[src/rtl/seg7_scan_if.sv]
// Bundle of load-side inputs and scan-side outputs for the multiplexed 7-segment driver.
interface seg7_scan_if #(
   parameter int NUM_DIGITS = 4
);
   logic                      load;
   logic [4*NUM_DIGITS-1:0]   value;
   logic [NUM_DIGITS-1:0]     dp;
   logic [NUM_DIGITS-1:0]     blank;
   logic                      lz_en;
   logic [7:0]                seg7;
   logic [NUM_DIGITS-1:0]     seg_en;
   logic                      pending;
   logic                      frame_done;

   modport master (
      output load, value, dp, blank, lz_en,
      input  seg7, seg_en, pending, frame_done
   );

   modport slave (
      input  load, value, dp, blank, lz_en,
      output seg7, seg_en, pending, frame_done
   );
endinterface

[src/rtl/seg7_scan_driver.sv]
// Time-multiplexed N-digit 7-segment driver with frame-boundary commit of
// double-buffered display data, leading-zero suppression and dead-time ghost suppression.
module seg7_scan_driver #(
   parameter int NUM_DIGITS     = 4,
   parameter int CLK_DIV        = 50000,
   parameter int DEAD_CYCLES    = 2,
   parameter bit SEG_ACTIVE_LOW = 1'b1,
   parameter bit EN_ACTIVE_LOW  = 1'b0
) (
   input logic        clk,
   input logic        rst_n,
   seg7_scan_if.slave bus
);

   localparam int PTR_W = (NUM_DIGITS > 1) ? $clog2(NUM_DIGITS) : 1;
   localparam int CNT_W = $clog2(CLK_DIV);
   localparam logic [7:0]            DARK   = SEG_ACTIVE_LOW ? 8'hFF : 8'h00;
   localparam logic [NUM_DIGITS-1:0] EN_OFF = {NUM_DIGITS{EN_ACTIVE_LOW}};

   // Hex nibble to active-low pgfedcba, then to the board's segment polarity.
   function automatic logic [7:0] digit_pattern(input logic [3:0] nib,
                                                input logic       dp_on,
                                                input logic       dark);
      logic [7:0] raw;
      case (nib)
         4'h0: raw = 8'hC0;  4'h1: raw = 8'hF9;  4'h2: raw = 8'hA4;  4'h3: raw = 8'hB0;
         4'h4: raw = 8'h99;  4'h5: raw = 8'h92;  4'h6: raw = 8'h82;  4'h7: raw = 8'hF8;
         4'h8: raw = 8'h80;  4'h9: raw = 8'h90;  4'hA: raw = 8'h88;  4'hB: raw = 8'h83;
         4'hC: raw = 8'hC6;  4'hD: raw = 8'hA1;  4'hE: raw = 8'h86;  default: raw = 8'h8E;
      endcase
      if (dp_on) raw[7] = 1'b0;
      if (dark)  raw = 8'hFF;
      return SEG_ACTIVE_LOW ? raw : ~raw;
   endfunction

   logic [CNT_W-1:0]          cnt;
   logic [PTR_W-1:0]          ptr;
   logic [4*NUM_DIGITS-1:0]   pend_value, disp_value;
   logic [NUM_DIGITS-1:0]     pend_dp, pend_blank, disp_dp, disp_blank;
   logic                      pend_lz, disp_lz, pending;
   logic [7:0]                seg_p1;
   logic [NUM_DIGITS-1:0]     en_p1;
   logic                      frame_done_p1;

   logic                            slot_wrap, frame_wrap, dead;
   logic [3:0]                      nib;
   logic                            higher_dark;
   logic [NUM_DIGITS-1:0]           sup;
   logic [NUM_DIGITS-1:0][7:0]      pat;
   logic [7:0]                      seg_nxt;
   logic [NUM_DIGITS-1:0]           en_nxt;

   assign slot_wrap  = (cnt == CNT_W'(CLK_DIV - 1));
   assign frame_wrap = slot_wrap && (ptr == PTR_W'(NUM_DIGITS - 1));
   assign dead       = int'(cnt) < DEAD_CYCLES;

   // Scan from the top digit down so "every higher digit is zero or blank" is a running flag.
   always_comb begin
      nib         = 4'h0;
      higher_dark = 1'b1;
      sup         = '0;
      pat         = '0;
      for (int d = NUM_DIGITS - 1; d >= 0; d--) begin
         nib         = disp_value[4*d +: 4];
         sup[d]      = disp_lz && (d != 0) && (nib == 4'h0) && higher_dark;
         higher_dark = higher_dark && ((nib == 4'h0) || disp_blank[d]);
         pat[d]      = digit_pattern(nib, disp_dp[d], disp_blank[d] || sup[d]);
      end
   end

   always_comb begin
      seg_nxt = DARK;
      en_nxt  = EN_OFF;
      if (!dead) begin
         seg_nxt = pat[ptr];
         en_nxt  = (NUM_DIGITS'(1) << ptr) ^ EN_OFF;
      end
   end

   always_ff @(posedge clk or negedge rst_n) begin
      if (!rst_n) begin
         cnt           <= '0;
         ptr           <= '0;
         pend_value    <= '0;
         pend_dp       <= '0;
         pend_blank    <= '0;
         pend_lz       <= 1'b0;
         pending       <= 1'b0;
         disp_value    <= '0;
         disp_dp       <= '0;
         disp_blank    <= '0;
         disp_lz       <= 1'b0;
         seg_p1        <= DARK;
         en_p1         <= EN_OFF;
         frame_done_p1 <= 1'b0;
      end else begin
         if (slot_wrap) begin
            cnt <= '0;
            ptr <= frame_wrap ? '0 : ptr + 1'b1;
         end else begin
            cnt <= cnt + 1'b1;
         end

         // Output stage: pattern for the (cnt, ptr) sampled at this edge
         seg_p1        <= seg_nxt;
         en_p1         <= en_nxt;
         frame_done_p1 <= frame_wrap;

         // A load landing on the frame wrap bypasses the pending buffer entirely.
         if (frame_wrap && bus.load) begin
            disp_value <= bus.value;
            disp_dp    <= bus.dp;
            disp_blank <= bus.blank;
            disp_lz    <= bus.lz_en;
            pending    <= 1'b0;
         end else begin
            if (frame_wrap && pending) begin
               disp_value <= pend_value;
               disp_dp    <= pend_dp;
               disp_blank <= pend_blank;
               disp_lz    <= pend_lz;
               pending    <= 1'b0;
            end
            if (bus.load) begin
               pend_value <= bus.value;
               pend_dp    <= bus.dp;
               pend_blank <= bus.blank;
               pend_lz    <= bus.lz_en;
               pending    <= 1'b1;
            end
         end
      end
   end

   assign bus.seg7       = seg_p1;
   assign bus.seg_en     = en_p1;
   assign bus.pending    = pending;
   assign bus.frame_done = frame_done_p1;

endmodule

[src/flat_wrapper.sv]
// flat-port wrapper written by rule: the top's interface ports become plain ports
module seg7_scan_driver_flat 
#(
   parameter int NUM_DIGITS     = 4,
   parameter int CLK_DIV        = 50000,
   parameter int DEAD_CYCLES    = 2,
   parameter bit SEG_ACTIVE_LOW = 1'b1,
   parameter bit EN_ACTIVE_LOW  = 1'b0
)
  (clk, rst_n, bus_load, bus_value, bus_dp, bus_blank, bus_lz_en, bus_seg7, bus_seg_en, bus_pending, bus_frame_done);
  seg7_scan_if #(.NUM_DIGITS(NUM_DIGITS)) bus_i ();
  input logic clk;
  input logic rst_n;
  input wire logic [$bits(bus_i.load)-1:0] bus_load;
  input wire logic [$bits(bus_i.value)-1:0] bus_value;
  input wire logic [$bits(bus_i.dp)-1:0] bus_dp;
  input wire logic [$bits(bus_i.blank)-1:0] bus_blank;
  input wire logic [$bits(bus_i.lz_en)-1:0] bus_lz_en;
  output wire logic [$bits(bus_i.seg7)-1:0] bus_seg7;
  output wire logic [$bits(bus_i.seg_en)-1:0] bus_seg_en;
  output wire logic [$bits(bus_i.pending)-1:0] bus_pending;
  output wire logic [$bits(bus_i.frame_done)-1:0] bus_frame_done;
  assign bus_i.load = bus_load;
  assign bus_i.value = bus_value;
  assign bus_i.dp = bus_dp;
  assign bus_i.blank = bus_blank;
  assign bus_i.lz_en = bus_lz_en;
  assign bus_seg7 = bus_i.seg7;
  assign bus_seg_en = bus_i.seg_en;
  assign bus_pending = bus_i.pending;
  assign bus_frame_done = bus_i.frame_done;
  seg7_scan_driver #(.NUM_DIGITS(NUM_DIGITS), .CLK_DIV(CLK_DIV), .DEAD_CYCLES(DEAD_CYCLES), .SEG_ACTIVE_LOW(SEG_ACTIVE_LOW), .EN_ACTIVE_LOW(EN_ACTIVE_LOW)) u_core (.clk(clk), .rst_n(rst_n), .bus(bus_i));
endmodule
[config.mk]
export PLATFORM = sky130hd
export DESIGN_NAME = seg7_scan_driver_flat
export DESIGN_NICKNAME = d
export VERILOG_FILES = /design/src/rtl/seg7_scan_if.sv /design/src/rtl/seg7_scan_driver.sv /design/src/flat_wrapper.sv
export SDC_FILE = /design/constraint.sdc
export NUM_CORES = 1
export LEC_CHECK = 0
export BUFFER_PORTS_ARGS = -buffer_cell sky130_fd_sc_hd__buf_2
export CORE_MARGIN = 2
export CORE_UTILIZATION = 40
export DETAILED_ROUTE_END_ITERATION = 10
export GPL_TIMING_DRIVEN = 1
export PLACE_DENSITY = 0.57
export SLEW_MARGIN = 5
export SYNTH_ARGS = -nofsm -noshare
export SYNTH_HDL_FRONTEND = slang
export SYNTH_SLANG_ARGS = --single-unit
[constraint.sdc]
create_clock -name clk -period 2.6 [get_ports clk]
set_input_delay 0.52 -clock clk [delete_from_list [all_inputs] [get_ports clk]]
set_output_delay 0.52 -clock clk [all_outputs]
set_load 0.02 [all_outputs]
==> impl_metrics.csv, run 1 <==
group,metric,value,unit
run_status,status,"finished clean",
power,peakVddDrop,0.0003551,V
min_path,hp-class,"in -> async",
place,port_buffers,41,
critical_path,crit_path_start_kind,"register",
sta,worst_slack,259.7,ps
routing,vias,3396,
sta,setup_viol,0,
cts,cts_buffers,9,
power,leakage,2.557,nW
routing,dr.pass1.iters,4,
yosys,synth_seq_cells,82,
sta,fin_crit,2340,ps
power,power.density,560.3,mW/mm^2
sta,finalSetupTns,0,ps
cts,clk_path_buf_depth,2,
layout,final_area,0.005348,mm^2
place,dpl-instance-area,0.004979,mm^2
floorplanning,rows,39,
yosys,synth-simple-area-share,0.1306,
cts,hold_buffers,0,
layout,final_nets,526,
run,drv_cap,0,
yosys,ys_warn_count,0,
critical_path,r2r_slack,260,ps
yosys,synth_top_flop_cell,"dfrtp_1",
yosys,postSynthCellCount,432,
grt,grt_pass1_wl,17.26,mm
place,gp_congestion,0.8609,
sta,slew_violations,0,
critical_path,worstSetupPathType,"reg -> reg",
floorplanning,core-area,0.01142,mm^2
yosys,synth_top_family_by_area,"compound AO/OA/AOI/OAI gates",
layout,area_delta_synth_final,14.19,%
floorplanning,initial_core_util,0.4101,
place,dp_hpwl,7.431,mm
yosys,synth_area_per_cell,10.84,um^2
critical_path,rr_startpoint,"u_core.disp_value[12]",
routing,drc,0,
routing,drt_iter0_markers,196,
critical_path,critPathMaxFanout,6,
cts,clkTransAtPathRegs,60,ps
cts,cts-root-buf,"clkbuf_16",
cts,clk_latency,340,ps
sta,fin_crit_sh,0.9001,
cts,post_cts_resized,0,
grt,grt.busiest_layer,"met2",
place,place_ws,259.7,ps
critical_path,arrival,2580,ps
grt,met2_usage,0.2610,
sta,slew_headroom,0.5846,
critical_path,required,2840,ps
yosys,synth_edf_count,0,
grt,grt_pass1_vias,3357,
layout,drive_gt1_frac,0.2479,
yosys,synth_mux_area_frac,0.08523,
yosys,synthDistinctLibCells,52,
yosys,yosysSeqAreaShare,0.4403,
grt,grt.overflow.total,0,
yosys,synthXorXnorAreaFrac,0.02618,
cts,cts_tree,"yes",
critical_path,endpoint_kind,"register",
critical_path,cp-startpoint,"u_core.disp_value[12]",
floorplanning,ios,42,
yosys,syn_nets,487,
cts,cts_max_level,3,
grt,use_met3,0.03456,
floorplanning,dieHeight,112.2,um
routing,viasPerCell,5.477,
grt,met1_usage,0.2450,
floorplanning,die-area,0.01259,mm^2
routing,wire_per_inst,16.73,um
sta,hold_viol,0,
sta,rsz0062_at_grt,"false",
cts,cts_setup_buffers,0,
yosys,ys_async_sr_fraction,1.000,
floorplanning,die_width,112.2,um
routing,antenna_left,0,
cts,clock_sink_count,82,
yosys,synthAdderAreaFrac,0.07213,
grt,grt_start_max_net_pins,38,
grt,track_usage,0.1753,
sta,skew,5.436,ps
routing,drt_wl_total,10.38,mm
sta,max_slew.worst_pin.slew,616.6,ps
yosys,netlist_area,0.004683,mm^2
sta,fmax,427.3,MHz
sta,hold-worst-slack,147.1,ps
yosys,synth_compound_area_frac,0.1862,
grt,antenna_found_initial,1,
==> flip-flops by register name (all words and copies together), names as in the netlist, 2 cells and up <==
signal	flops
u_core.pend_value	16
u_core.ptr	2
u_core.bus.seg7	8
u_core.cnt	16
u_core.disp_dp	4
u_core.bus.seg_en	4
u_core.pend_blank	4
u_core.disp_blank	4
u_core.pend_dp	4
u_core.disp_value	16
==> synth_stat cells, types with 2 or more instances <==
library cell    n  area, um^2
a221o_1         6       60.06
nor4_1          3       18.77
nor2b_1         7       43.79
a21o_2          5       43.79
nand2_1        19       71.32
o211ai_1        3       22.52
or3_1           3       18.77
o311a_1         2       20.02
mux2i_1         5       50.05
a311o_1         2       20.02
and2_1          6       37.54
nor3_1          6       30.03
mux4_2          3       67.56
dlygate4sd1_1   2       17.52
xor2_1         10       87.58
a211oi_1        5       37.54
o221ai_1        7       61.31
nor2_1         32       120.1
a22o_1         25       219.0
buf_6          11       123.9
nand3_1        21       105.1
buf_4           4       30.03
a21o_1         22       165.2
ha_1           27       337.8
o21ai_0        21       105.1
mux2_2         25       281.5
xnor2_1         4       35.03
a211o_1         2       17.52
dfrtp_1        74        1852
a21oi_1        15       75.07
clkbuf_1        6       22.52
nand2b_1        2       12.51
inv_1          21       78.83
dfstp_2         8       210.2
==> report_power, final <==
part / internal [mW] / switching [mW] / total, mW
Combinational: 0.0569 / 0.0559 / 0.113
Clock: 1.03 / 0.515 / 1.55
Sequential: 1.32 / 0.0182 / 1.33
Total: 2.41 / 0.589 / 3.00
==> stage by stage <==
stage	power, mW	cells	utilization
2_1_floorplan	1.402	432	-
3_3_place_gp	1.468	603	0.4360
3_5_place_dp	1.474	603	0.4360
4_1_cts	3.043	619	0.4681
5_1_grt	3.125	620	0.4683
6_report	2.996	620	0.4683
==> per-layer routing <==
metal / wire length, um / up-vias / share of wire
li1: - / 1649 / -
met1: 5044 / 1652 / 0.49
met4: 305 / 0 / 0.029
met5: 0 / - / 0
met2: 4625 / 73 / 0.45
met3: 400 / 22 / 0.039
==> final cells by class <==
class | count | area [um^2]
diodes | 1 | 2.502
clock buffers | 9 | 225.2
clock inverters | 7 | 141.4
fillers | 1060 | 6071
inverters | 21 | 78.83
multi-input cells | 305 | 2344
flip-flops and latches | 82 | 2062
well taps | 143 | 178.9
repair buffers | 52 | 315.3
==> layout by cell type, fill, tap and decap left out, types with 4 or more instances in the layout <==
cell type   n
dfrtp_1    74
buf_4      10
a21o_1     22
xnor2_1     4
o221ai_1    7
a211oi_1    5
buf_2      40
ha_1       27
xor2_1     10
a21oi_1    15
mux2_2     25
inv_1      21
bufinv_16   4
a21o_2      5
a221o_1     6
nand3_1    21
o21ai_0    21
and2_1      6
dfstp_2     8
a22o_1     25
nor2_1     32
nor3_1      6
mux2i_1     5
nand2_1    19
clkbuf_16   9
nor2b_1     7
==> cells by family (layout without fill, tap and decap cells) <==
group,count (synthesis),in the layout
flip-flops,82,82
multiplexers,33,33
adder cells (fa/ha/maj),27,27
XOR/XNOR,14,14
buffers and inverters,45,89
other,0,1
AO/OA/AOI/OAI,118,118
AND/OR/NAND/NOR,113,113
==> final timing paths <==
kind / to / cells after the start
min: u_core.bus.seg_en[3] / 1
max: u_core.bus.seg7[4] / 7
min reg2reg: u_core.disp_value[14] / 1
min in group clk: u_core.pend_dp[0] / 2
max in group asynchronous: u_core.bus.seg7[3] / 2
max reg2reg: u_core.bus.seg7[4] / 7
==> worst max-delay path, stage by stage, from the launching register on <==
cell	delay (ps)
dfrtp_1	450
inv_1	160
ha_1	210
nor4bb_1	350
a21oi_1	120
o21ai_0	530
a311oi_1	110
o311ai_1	310
No activity file was read; power rests on OpenSTA's default activity.
==> run 2, diff against run 1 <==
--- a/config.mk
+++ b/config.mk
@@ -5,12 +5,12 @@
 export SDC_FILE = /design/constraint.sdc
 export NUM_CORES = 1
 export LEC_CHECK = 0
-export BUFFER_PORTS_ARGS = -buffer_cell sky130_fd_sc_hd__buf_2
 export CORE_MARGIN = 2
 export CORE_UTILIZATION = 40
 export DETAILED_ROUTE_END_ITERATION = 10
+export DONT_BUFFER_PORTS = 1
 export GPL_TIMING_DRIVEN = 1
-export PLACE_DENSITY = 0.57
+export PLACE_DENSITY = 0.54
 export SLEW_MARGIN = 5
 export SYNTH_ARGS = -nofsm -noshare
 export SYNTH_HDL_FRONTEND = slang
==> constraint.sdc (replaced) <==
create_clock -name clk -period 2.5 [get_ports clk]
set_input_delay 0.5 -clock clk [delete_from_list [all_inputs] [get_ports clk]]
set_output_delay 0.5 -clock clk [all_outputs]
set_load 0.02 [all_outputs]
==> run 2 against run 1 <==
Effect of this change: sequential power grew 5%; clock skew grew 3.0 ps; clock power shrank 10%; die area is the same; setup slack lost 130 ps; count of clock-buffer cells in the layout grew 1; sequential share of layout area grew 1.6 points; non-clock buffer count shrank 36; register-to-register slack lost 130 ps; first-iteration DRC count shrank 54%.
==> impl_metrics.csv, run 2 (synthesis results as in run 1) <==
group,metric,value,unit
sta,fin_crit,2366,ps
floorplanning,die-area,0.01259,mm^2
routing,drt_wl_total,10.29,mm
layout,multi_input_area,0.002344,mm^2
cts,post_cts_resized,0,
place,dp_hpwl,7.280,mm
sta,fmax,422.7,MHz
cts,clock_sink_count,82,
routing,viasPerCell,5.538,
sta,hold-worst-slack,27.17,ps
run,drv_cap,0,
run_status,status,"finished clean",
sta,max_slew.worst_pin.slew,625.3,ps
routing,wire_per_inst,17.69,um
routing,antenna_left,0,
layout,largestRegisters,"u_core.cnt: 16 flops, u_core.disp_value: 16 flops, u_core.pend_value: 16 flops",
floorplanning,dieHeight,112.2,um
critical_path,worstSetupPathType,"reg -> reg",
power,peakVddDrop,0.0002759,V
layout,finalCoreUtilization,0.4501,
critical_path,endpoint_kind,"register",
floorplanning,initial_core_util,0.4101,
critical_path,critPathMaxFanout,8,
layout,drive_gt1_frac,0.1800,
critical_path,crit_path_start_kind,"register",
power,leakage,2.386,nW
power,swShare,0.2044,
sta,setup_viol,0,
place,gp_congestion,0.7785,
routing,dr.pass1.iters,5,
place,place_ws,181.1,ps
cts,cts_buffers,9,
floorplanning,ios,42,
grt,antenna_found_initial,0,
critical_path,required,2740,ps
sta,rsz0062_at_grt,"false",
grt,grt.overflow.total,0,
cts,cts_tree,"yes",
power,switchingPower,585.9,uW
place,port_buffers,0,
floorplanning,rows,39,
sta,slew_violations,0,
power,combPwrFrac,0.031,
critical_path,reg2reg_depth,7,
floorplanning,die_width,112.2,um
sta,hold_viol,0,
cts,cts_max_level,3,
layout,fillers,1081,
routing,drc,0,
routing,vias,3223,
layout,layout_commonest_cell,"dfrtp_1",
min_path,hp-class,"in -> async",
layout,final_cell_mix,"dfrtp_1, nor2_1, ha_1, mux2_2, a22o_1",
power,internal_power,2.281,mW
grt,grt_pass1_vias,3244,
critical_path,arrival,2600,ps
layout,regArea,0.002062,mm^2
cts,clk_path_buf_depth,2,
cts,clk_latency,340,ps
grt,grt_pass1_wl,16.96,mm
sta,finalSetupTns,0,ps
grt,track_usage,0.1721,
layout,num_antenna_cells,0,
power,p_total,2.867,mW
sta,skew,8.447,ps
sta,fin_crit_sh,0.9464,
power,p_clk_frac,0.484,
cts,cts-root-buf,"clkbuf_16",
floorplanning,core-area,0.01142,mm^2
sta,slew_headroom,0.5793,
layout,final_nets,490,
power,pwr-share-seq,0.484,
layout,area_delta_synth_final,9.752,%
power,power.density,557.8,mW/mm^2
sta,worst_slack,134.1,ps
grt,grt_start_max_net_pins,75,
cts,clkTransAtPathRegs,60,ps
routing,drt_iter0_markers,91,
run 2: cell count changes in the layout (fill, tap and decap cells not counted), sizes merged:
cell / change
bufinv: -2
clkbuf: +1
buf: -37
clkinvlp: +1
dlygate4sd3: +1
diode: -1
clkinv: -1
run 2: worst max-delay path, cell delays in order (launching register included):
cell	delay, ps
dfrtp_1	450
inv_1	140
ha_1	220
or3b_1	420
nor2b_1	160
o311a_1	410
a221o_1	360
o311ai_1	90
run 2: worst paths after layout:
path / end / startpoint / slack (ps)
min: u_core.disp_value[2] / rst_n / 30
max reg2reg: u_core.bus.seg7[4] / u_core.disp_value[8] / 130
min reg2reg: u_core.disp_value[14] / u_core.pend_value[14] / 470
min in group clk: u_core.pend_dp[3] / bus_dp[3] / 300
max in group asynchronous: u_core.bus.seg7[7] / rst_n / 1650
max: u_core.bus.seg7[4] / u_core.disp_value[8] / 130
run 2: power groups by stage:
stage / registers (mW) / clock network (mW) / logic [mW]
after CTS: 1.39 / 1.42 / 0.0939
after floorplan: 1.41 / 0 / 0.0520
after detailed placement: 1.41 / 0 / 0.0601
after global routing: 1.39 / 1.48 / 0.101
final: 1.39 / 1.39 / 0.0895
after global placement: 1.41 / 0 / 0.0572
run 2: routing by layer:
metal  track usage  up-vias  routed length, um
met4       0.06748        0                170
met1        0.2295     1586               4861
met3       0.04212       11                400
met5             0        -                  0
li1              -     1575                  -
met2        0.2715       51               4861
run 2: what timing repair did:
action / 4_1_cts / 5_1_grt
hold buffers: 2 / 0
hold endpoints to repair: 74 / 0
buffers inserted: 0 / 0
run 2: final cells by class:
| class | instances | share of cell area |
|---|---|---|
| clock buffers | 10 | 0.04455 |
| clock inverters | 5 | 0.01558 |
| inverters | 21 | 0.01534 |
| multi-input cells | 305 | 0.4559 |
| flip-flops and latches | 82 | 0.4012 |
| well taps | 143 | 0.03481 |
| repair buffers | 16 | 0.03262 |
run 2: through the flow:
step,cells,instance area (um^2)
finish,582,5140
global route,582,5140
CTS,582,5140
detailed placement,565,4793
global placement,565,4793
floorplan,432,4683
==> run 3, diff against run 2 <==
--- a/config.mk
+++ b/config.mk
@@ -5,6 +5,7 @@
 export SDC_FILE = /design/constraint.sdc
 export NUM_CORES = 1
 export LEC_CHECK = 0
+export ABC_AREA = 1
 export CORE_MARGIN = 2
 export CORE_UTILIZATION = 40
 export DETAILED_ROUTE_END_ITERATION = 10
==> run 3 against run 2 <==
Effect of this change: combinational power increased by 35%; area after synthesis is 11% higher; design area up 9.8%; register-to-register slack improved by 390 ps; count of clock-buffer cells in the layout is 1 higher; largest power group unchanged; highest routed layer unchanged.
==> impl_metrics.csv, run 3 <==
group,metric,value,unit
yosys,netlist_area,0.005191,mm^2
grt,grt_pass1_vias,4255,
power,peakVddDrop,0.0003540,V
critical_path,required,2790,ps
yosys,synth_top_cell_by_area,"dfrtp_1",
critical_path,slowest_stage,"dfrtp_1",
layout,fillers,1324,
critical_path,critPathMaxStageDelay,370,ps
routing,drt_wl_total,12.60,mm
cts,cts_max_level,3,
power,power.density,507.3,mW/mm^2
cts,clk_latency,350,ps
floorplanning,die-area,0.01391,mm^2
critical_path,worstSetupPathType,"reg -> reg",
cts,clkTransAtPathRegs,70,ps
critical_path,cp.buffers_inverters,1,
yosys,ys_async_sr_fraction,1.000,
place,gp_congestion,0.8545,
sta,fmax,505.4,MHz
layout,drive_gt1_frac,0.05242,
floorplanning,rows,41,
routing,drc,0,
sta,setup_viol,0,
yosys,synth_seq_cells,82,
cts,clock_sink_count,82,
cts,cts-root-buf,"clkbuf_16",
floorplanning,ios,42,
yosys,postSynthCellCount,769,
routing,viasPerCell,4.809,
sta,fin_crit_sh,0.7915,
cts,cts_tree,"yes",
yosys,yosysMostFrequentCell,"nand2_1",
place,port_buffers,0,
floorplanning,die_width,117.9,um
min_path,hp-class,"in -> async",
floorplanning,initial_core_util,0.4097,
sta,slew_violations,0,
layout,multi_input_area,0.002651,mm^2
sta,fin_crit,1979,ps
yosys,synth_edf_count,0,
place,dpl-instance-area,0.005309,mm^2
routing,antenna_left,0,
sta,finalSetupTns,0,ps
routing,dr.pass1.iters,5,
sta,slew_headroom,0.6518,
yosys,synth_common_cells,"nand2_1, nor2_1, nand3_1, inv_1, dfrtp_1",
cts,cts_buffers,9,
floorplanning,dieHeight,117.9,um
sta,rsz0062_at_grt,"false",
cts,post_cts_resized,0,
yosys,synth_area_leaders,"dfrtp_1, nand2_1, nand3_1, nor2_1, ha_1",
power,leakage,3.128,nW
run,drv_cap,0,
routing,wire_per_inst,13.48,um
grt,grt_pass1_wl,21.09,mm
routing,drt_iter0_markers,315,
layout,finalCoreUtilization,0.4452,
sta,skew,9.973,ps
yosys,yosysSeqAreaShare,0.3972,
yosys,synth_top_area_share,0.3567,
critical_path,arrival,2270,ps
layout,area_delta_synth_final,8.677,%
grt,track_usage,0.1900,
grt,grt_start_max_net_pins,83,
yosys,synth_area_per_cell,6.751,um^2
critical_path,crit_path_start_kind,"register",
power,p_total,2.862,mW
place,place_ws,511.8,ps
critical_path,cpLargestDelayFamily,"simple AND/OR/NAND/NOR gates",
yosys,syn_nets,824,
critical_path,crit_chain,"ha_1 -> nand3_2 -> nor2_2 -> nand2_2 -> clkinv_4 -> nand2_4 -> nand2_4 -> nand2_1 -> nand2_1",
run_status,status,"finished clean",
yosys,ys_warn_count,0,
grt,antenna_found_initial,0,
sta,worst_slack,521.2,ps
cts,clk_path_buf_depth,2,
sta,max_slew.worst_pin.slew,522.2,ps
layout,final_nets,813,
routing,vias,4496,
layout,regArea,0.002062,mm^2
yosys,synth_top_flop_cell,"dfrtp_1",
sta,hold_viol,0,
yosys,synthDistinctLibCells,31,
layout,final_cell_mix,"nand2_1, nor2_1, nand3_1, inv_1, dfrtp_1",
place,dp_hpwl,8.860,mm
grt,grt.overflow.total,0,
layout,final_area,0.005642,mm^2
layout,layout_commonest_cell,"nand2_1",
floorplanning,core-area,0.01267,mm^2
layout,num_antenna_cells,0,
layout,largestRegisters,"u_core.cnt: 16 flops, u_core.disp_value: 16 flops, u_core.pend_value: 16 flops",
critical_path,endpoint_kind,"register",
critical_path,critPathMaxFanout,28,
## run 3: cell count changes after synthesis, moves of 8 or more
cell | before | now
a21o_1 | 22 | 0
clkbuf_1 | 6 | 14
inv_1 | 21 | 89
buf_2 | 1 | 9
nand4_1 | 1 | 9
nand3_1 | 21 | 92
nor2_1 | 32 | 120
nand2_1 | 19 | 264
a22o_1 | 25 | 0
buf_6 | 11 | 2
mux2_2 | 25 | 0
## run 3: path summary, 6_finish.rpt
check                               from  depth (start not counted)              endpoint  slack [ps]
max in group asynchronous          rst_n                          1    u_core.bus.seg7[2]        2080
min reg2reg                u_core.cnt[0]                          1         u_core.cnt[0]         460
min                                rst_n                          1     u_core.disp_dp[0]          70
max                        u_core.cnt[1]                          9  u_core.pend_value[8]         520
min in group clk            bus_value[9]                          2  u_core.pend_value[9]         290
max reg2reg                u_core.cnt[1]                          9  u_core.pend_value[8]         520
## run 3: per-layer routing
| metal | track usage | routed length, um | share of wire | up-vias |
|---|---|---|---|---|
| li1 | - | - | - | 2352 |
| met1 | 0.2464 | 5862 | 0.47 | 2043 |
| met2 | 0.3107 | 5968 | 0.47 | 90 |
| met3 | 0.04506 | 577 | 0.046 | 11 |
| met4 | 0.06551 | 196 | 0.016 | 0 |
| met5 | 0 | 0 | 0 | - |
## run 3: cell type report
cell class                 count  share of cell area
clock buffer                  11             0.04303
clock inverter                 5             0.01109
inverter                      92             0.06210
multi-input combinational    568              0.4699
sequential                    82              0.3655
tap                          172             0.03815
timing repair buffer           5             0.01020
## run 3: repair_timing
item	4_1_cts	5_1_grt
endpoints found under the hold margin	82	0
setup buffers	0	0
hold buffers	1	0
## run 3: logic make-up (layout without fill, tap and decap cells)
| group | count (synthesis) | after routing | share of synthesized area |
|---|---|---|---|
| buffers and inverters | 119 | 113 | 0.09207 |
| xor gates and xnor gates | 7 | 7 | 0.01181 |
| adders and majority gates | 27 | 27 | 0.06508 |
| DFF | 82 | 82 | 0.3972 |
| AOI/OAI and AO/OA | 27 | 27 | 0.02724 |
| and+or+nand+nor | 507 | 507 | 0.4066 |
## run 3: power breakdown
group | total (mW) | switching, mW | internal, mW
clock network | 1.36 | 0.552 | 0.806
logic | 0.121 | 0.0786 | 0.0423
registers | 1.38 | 0.0191 | 1.36
total | 2.86 | 0.650 | 2.21
## run 3: through the flow
step	cells	hold WS, ps
after detailed placement	918	207.2
final	935	67.35
after floorplan	769	204.4
after CTS	935	76.04
after global placement	918	207.6
after global routing	935	82.62
